### src/rtl/fetch_buffer_if.sv
// Bundle of the fetch-side PC/data signals and the decode-side valid/ready
// signals that surround the fetch buffer.
interface fetch_buffer_if #(
    parameter int XLEN  = 32,
    parameter int DEPTH = 4
);
    localparam int CW = $clog2(DEPTH + 1);

    logic [XLEN-1:0] io_pc;
    logic [XLEN-1:0] io_imem_rdata;
    logic            io_flush;
    logic            io_stall_en;
    logic            io_out_valid;
    logic            io_out_ready;
    logic [XLEN-1:0] io_out_pc;
    logic [XLEN-1:0] io_out_instr;
    logic [CW-1:0]   io_count;

    // master: fetch unit / imem / decode environment
    modport master (
        output io_pc, io_imem_rdata, io_flush, io_out_ready,
        input  io_stall_en, io_out_valid, io_out_pc, io_out_instr, io_count
    );

    // slave: the fetch buffer itself
    modport slave (
        input  io_pc, io_imem_rdata, io_flush, io_out_ready,
        output io_stall_en, io_out_valid, io_out_pc, io_out_instr, io_count
    );
endinterface

### src/rtl/fetch_buffer.sv
// Fetch buffer: tracks the single in-flight imem request, queues {pc, instr}
// pairs for decode and throttles the fetch unit with a credit-style stall.
module fetch_buffer #(
    parameter int XLEN  = 32,
    parameter int DEPTH = 4
) (
    input  logic          clock,
    input  logic          reset,
    fetch_buffer_if.slave bus
);
    localparam int CW = $clog2(DEPTH + 1);
    localparam int PW = $clog2(DEPTH);

    logic [CW-1:0]     count_reg;
    logic [PW-1:0]     rd_ptr_reg;
    logic [PW-1:0]     wr_ptr_reg;
    logic              req_vld_reg;
    logic [XLEN-1:0]   req_pc_reg;
    logic [2*XLEN-1:0] entry_q [DEPTH];

    logic [CW:0] load;
    logic        stall;
    logic        issue;
    logic        push;
    logic        pop;
    logic        out_valid;

    // Stall counts the in-flight request as already occupying a slot, so a
    // push can never land in a full FIFO.
    assign load      = (CW + 1)'(count_reg) + (CW + 1)'(req_vld_reg);
    assign stall     = reset & (load >= (CW + 1)'(DEPTH));
    assign issue     = reset & ~stall & ~bus.io_flush;
    assign push      = req_vld_reg & ~bus.io_flush;
    assign out_valid = reset & (count_reg != '0) & ~bus.io_flush;
    assign pop       = out_valid & bus.io_out_ready;

    assign bus.io_stall_en  = stall;
    assign bus.io_out_valid = out_valid;
    assign bus.io_count     = count_reg;
    assign bus.io_out_pc    = entry_q[rd_ptr_reg][2*XLEN-1:XLEN];
    assign bus.io_out_instr = entry_q[rd_ptr_reg][XLEN-1:0];

    genvar gi;
    generate
        for (gi = 0; gi < DEPTH; gi++) begin : g_entry
            logic [2*XLEN-1:0] entry_reg;

            always_ff @(posedge clock) begin
                if (push && (wr_ptr_reg == PW'(gi))) begin
                    entry_reg <= {req_pc_reg, bus.io_imem_rdata};
                end
            end

            assign entry_q[gi] = entry_reg;
        end
    endgenerate

    always_ff @(posedge clock) begin
        if (!reset) begin
            count_reg   <= '0;
            rd_ptr_reg  <= '0;
            wr_ptr_reg  <= '0;
            req_vld_reg <= 1'b0;
        end else if (bus.io_flush) begin
            // Redirect: drop queued entries and any data returning this cycle.
            count_reg   <= '0;
            rd_ptr_reg  <= '0;
            wr_ptr_reg  <= '0;
            req_vld_reg <= 1'b0;
        end else begin
            req_vld_reg <= issue;
            if (issue) begin
                req_pc_reg <= bus.io_pc;
            end
            if (push) begin
                wr_ptr_reg <= wr_ptr_reg + PW'(1);
            end
            if (pop) begin
                rd_ptr_reg <= rd_ptr_reg + PW'(1);
            end
            if (push && !pop) begin
                count_reg <= count_reg + CW'(1);
            end else if (pop && !push) begin
                count_reg <= count_reg - CW'(1);
            end
        end
    end
endmodule

### src/flat_wrapper.sv
// flat-port wrapper written by rule: the top's interface ports become plain ports
module fetch_buffer_flat 
#(
    parameter int XLEN  = 32,
    parameter int DEPTH = 4
)
  (clock, reset, bus_io_pc, bus_io_imem_rdata, bus_io_flush, bus_io_out_ready, bus_io_stall_en, bus_io_out_valid, bus_io_out_pc, bus_io_out_instr, bus_io_count);
  fetch_buffer_if #(.XLEN(XLEN), .DEPTH(DEPTH)) bus_i ();
  input  logic clock;
  input  logic reset;
  input wire logic [$bits(bus_i.io_pc)-1:0] bus_io_pc;
  input wire logic [$bits(bus_i.io_imem_rdata)-1:0] bus_io_imem_rdata;
  input wire logic [$bits(bus_i.io_flush)-1:0] bus_io_flush;
  input wire logic [$bits(bus_i.io_out_ready)-1:0] bus_io_out_ready;
  output wire logic [$bits(bus_i.io_stall_en)-1:0] bus_io_stall_en;
  output wire logic [$bits(bus_i.io_out_valid)-1:0] bus_io_out_valid;
  output wire logic [$bits(bus_i.io_out_pc)-1:0] bus_io_out_pc;
  output wire logic [$bits(bus_i.io_out_instr)-1:0] bus_io_out_instr;
  output wire logic [$bits(bus_i.io_count)-1:0] bus_io_count;
  assign bus_i.io_pc = bus_io_pc;
  assign bus_i.io_imem_rdata = bus_io_imem_rdata;
  assign bus_i.io_flush = bus_io_flush;
  assign bus_i.io_out_ready = bus_io_out_ready;
  assign bus_io_stall_en = bus_i.io_stall_en;
  assign bus_io_out_valid = bus_i.io_out_valid;
  assign bus_io_out_pc = bus_i.io_out_pc;
  assign bus_io_out_instr = bus_i.io_out_instr;
  assign bus_io_count = bus_i.io_count;
  fetch_buffer #(.XLEN(XLEN), .DEPTH(DEPTH)) u_core (.clock(clock), .reset(reset), .bus(bus_i));
endmodule
### config.mk
export PLATFORM = sky130hd
export DESIGN_NAME = fetch_buffer_flat
export DESIGN_NICKNAME = d
export VERILOG_FILES = /design/src/rtl/fetch_buffer_if.sv /design/src/rtl/fetch_buffer.sv /design/src/flat_wrapper.sv
export SDC_FILE = /design/constraint.sdc
export NUM_CORES = 1
export LEC_CHECK = 0
export CAP_MARGIN = 10
export CORE_AREA = 2 2 108 214
export DETAILED_ROUTE_END_ITERATION = 7
export DIE_AREA = 0 0 110 216
export GPL_TIMING_DRIVEN = 0
export PLACE_DENSITY = 0.73
export SKIP_LAST_GASP = 1
export SYNTH_ARGS = -nofsm -noshare
export SYNTH_HDL_FRONTEND = slang
export SYNTH_SLANG_ARGS = --single-unit
### constraint.sdc
create_clock -name clock -period 2.59 [get_ports clock]
set_clock_uncertainty 0.1 [all_clocks]
set_input_delay 0.3885 -clock clock [delete_from_list [all_inputs] [get_ports clock]]
set_output_delay 0.3885 -clock clock [all_outputs]
set_load 0.05 [all_outputs]
==> results by group <==
Die
  • Core Box Area: between 20000 and 25000 µm²
  • Die height: between 200 and 250 µm
  • Top-Level Pins: 137
  • Row cnt: 77
  • Die area: ~24000 µm²
  • Starting density of the core: 48.3%
  • Die W: 110 µm

Critical path
  • WP data required: between 2000 and 2500 ps
  • Worst r2r dst: u_core.bus.io_count[2]
  • Startpoint Class: flip-flop
  • R2R Path Start: u_core.bus.io_count[0]
  • CP Capture Type: output pin
  • Reg2reg setup slack: approximately 260 ps
  • Type of the worst setup path: flip-flop to output pin
  • Reg2reg path depth: 8
  • CP max FO: 10
  • Arrival @ worst endpoint: ~2000 ps

Job
  • Max-cap violations: 0

Global routing
  • GRT Total Usage: roughly 16%
  • Vias in the first global route: about 5200
  • First-pass GRT wire length: ~29000 µm
  • GR Overflow Total: 0
  • Initial antenna violation count: 0
  • Largest net degree at the start of global routing: 39

Layout
  • Max reg flops: 256
  • Antenna Cells: 0
  • Final nets: ~660
  • Area added between synthesis and finish: 23.1%
  • Core Util, Final: 59.4%
  • Layout cells sized above 1: between 30% and 40%

Min path
  • Hold Path End: u_core.req_pc_reg[8]
  • Hold WC Path Type: primary input to flip-flop
  • Worst hold path startpoint: bus_io_pc[8]
  • Hold Path Cell Cnt: 1

Clock tree
  • Root buffer cell: clkbuf_16
  • Maximum root-to-sink buffer count: 3
  • Clk slew on worst S/H paths: ~60 ps
  • CTS sink count: between 200 and 300
  • CTS tree: built
  • H-tree Lvls: 1
  • Clk_lat worst skew: 520 ps
  • Setup bufs post-CTS: 0
  • Post-CTS Hold Buffers: 0
  • CTS Buf Count: 24

Logic synthesis
  • Commonest cells in the netlist: edfxtp_1 (288), mux4_2 (64), dfxtp_1 (8)
  • Number of synthesized flops with an enable pin: between 200 and 300
  • Ys Warns: 0
  • Synth Instances: just over 400
  • Post-synthesis mux area share: around 14%
  • Sequential area share after synthesis: about 83%
  • Largest area contributor in the netlist: edfxtp_1
  • Main combinational cell family by area after synthesis: multiplexers
  • Syn_nets: 489
  • Area share of the largest cell type after synthesis: between 80 and 90%
  • Area fraction in compound gates after synthesis: less than 1%
  • Netlist cell types: 25
  • Xor/xnor share of the synthesized area: less than 1%
  • Asr flop ratio synth: 0%
  • Post-synth top flop: edfxtp_1
  • Avg Inst Size Synth: between 20 and 30 µm²
  • Top-count cell post-synth: edfxtp_1
  • Synthesized cell area: around 11000 µm²
  • Synth area leaders: edfxtp_1 (81%), mux4_2 (14%), dfxtp_1 (1.5%), ha_1 (0.59%), buf_6 (0.53%)
  • Synth Area in Adders: less than 1%
  • Synth Area in Simple Gates: 0.940%
  • Yosys reg bits: slightly below 300

Power
  • Sw Share: between 10% and 20%
  • Pwr Density: approximately 700 nW/µm²
  • Leakage: 4.20 nW
  • Total Power: just over 0.009 W
  • Net switching power: 0.00182 W
  • Flop pwr share: 58.2%
  • Comb power frac: a little under 5%
  • Clock Power Share: between 30% and 40%
  • Pint: roughly 0.0074 W
  • Maximum VDD drop: 526 µV

Route
  • Via density: between 5 and 6
  • Iter 0 DRT Violations: 227
  • # DRC: 0
  • Drt wl/cell: roughly 22 µm
  • Total number of vias: between 4000 and 5000
  • Final ANT Viol Nets: 0
  • DRT Wirelength: between 15000 and 20000 µm
  • Pre-Repair DR Iteration Count: 4

Placement
  • Final GP Congestion: ~0.75
  • Detailed placement HPWL: approximately 12000 µm
  • I/O Buffers: 136

Status
  • Status: complete, no violations

STA
  • Period minus WS final: about 2500 ps
  • Endpoints failing hold: 0
  • Max_slew headroom: around 65%
  • Worst slew pin tran: 535 ps
  • Setup violations, final: 0
  • Setup_tns: 0 ps
  • Fin. max-slew vios: 0
  • Period utilization: roughly 100%
  • RSZ-0062 raised after global routing: yes
  • Fmax: between 300 and 400 MHz
worst max-delay path, stage by stage, from the launching register on:
cell,delay (ps)
dfxtp_2,390
buf_12,180
mux4_2,500
dlygate4sd2_1,450
stage by stage:
stage	std cells	cell area (µm²)	setup slack [ps]	hold slack [ps]
final	875	13100	61.3	319
after global routing	875	13100	-10.5	303
after CTS	875	13100	-10.4	295
after detailed placement	832	12500	-440	379
after global placement	827	12400	-615	365
after floorplan	415	10700	211	359
worst max path at each step:
stage / cells past startpoint / end / startpoint
after global routing: 3 / bus_io_out_pc[27] / u_core.rd_ptr_reg[0]
after floorplan: 8 / u_core.bus.io_count[2] / u_core.bus.io_count[0]
final: 3 / bus_io_out_pc[25] / u_core.rd_ptr_reg[0]
after global placement: 4 / u_core.req_pc_reg[19] / bus_io_flush
after CTS: 4 / bus_io_out_instr[21] / u_core.rd_ptr_reg[0]
after detailed placement: 10 / u_core.bus.io_count[2] / bus_io_flush
metal layers:
| layer | vias up | track usage [%] | part of all wire [%] |
|---|---|---|---|
| met5 | - | 0 | 0 |
| met4 | 0 | 6.54 | 2.5 |
| met3 | 29 | 2.48 | 4.2 |
| met2 | 100 | 30.5 | 58 |
| met1 | 2437 | 18.1 | 35 |
| li1 | 2094 | - | - |
power by group through the flow:
stage | Combinational (W) | Clock (W) | Sequential [W]
3_5_place_dp | 0.000483 | 0 | 0.00545
5_1_grt | 0.000479 | 0.00363 | 0.00535
3_3_place_gp | 0.000464 | 0 | 0.00545
6_report | 0.000454 | 0.00338 | 0.00535
4_1_cts | 0.000459 | 0.00348 | 0.00535
2_1_floorplan | 0.000240 | 0 | 0.00545
what timing repair did:
| action | in CTS | in global routing |
|---|---|---|
| cloned | 0 | 0 |
| gates resized for setup | 272 | 18 |
| setup endpoints to repair | 66 | 29 |
layout make-up:
type | count | area [µm²]
fillers | 1635 | 8950
flip-flops and latches | 296 | 8810
multi-input cells | 101 | 1740
repair buffers | 141 | 1310
clock buffers | 28 | 637
well taps | 276 | 345
plain buffers | 15 | 168
clock inverters | 15 | 88.8
inverters | 3 | 11.3
cells by family after synthesis:
kind of cell	Yosys count
AND/OR/NAND/NOR	19
AO/OA/AOI/OAI	5
buffers and inverters	18
flip-flops	296
multiplexers	66
XOR/XNOR	5
adder cells (fa/ha/maj)	6
layout by cell type, fill, tap and decap left out, types with 2 or more instances in the layout:
cell type,count
ha_1,5
inv_1,3
mux4_2,64
buf_2,38
buf_6,2
clkdlybuf4s15_2,19
edfxtp_1,288
clkbuf_4,4
nor2b_1,3
clkbuf_16,25
buf_16,4
clkbuf_1,3
and2_4,4
dlygate4sd2_1,6
clkinv_1,11
buf_12,5
mux2i_1,2
clkinv_2,2
clkdlybuf4s50_1,70
clkbuf_2,3
dfxtp_1,7
nor2_1,7
xor2_1,4
buf_4,4
Power figures use the tool's default switching activity.
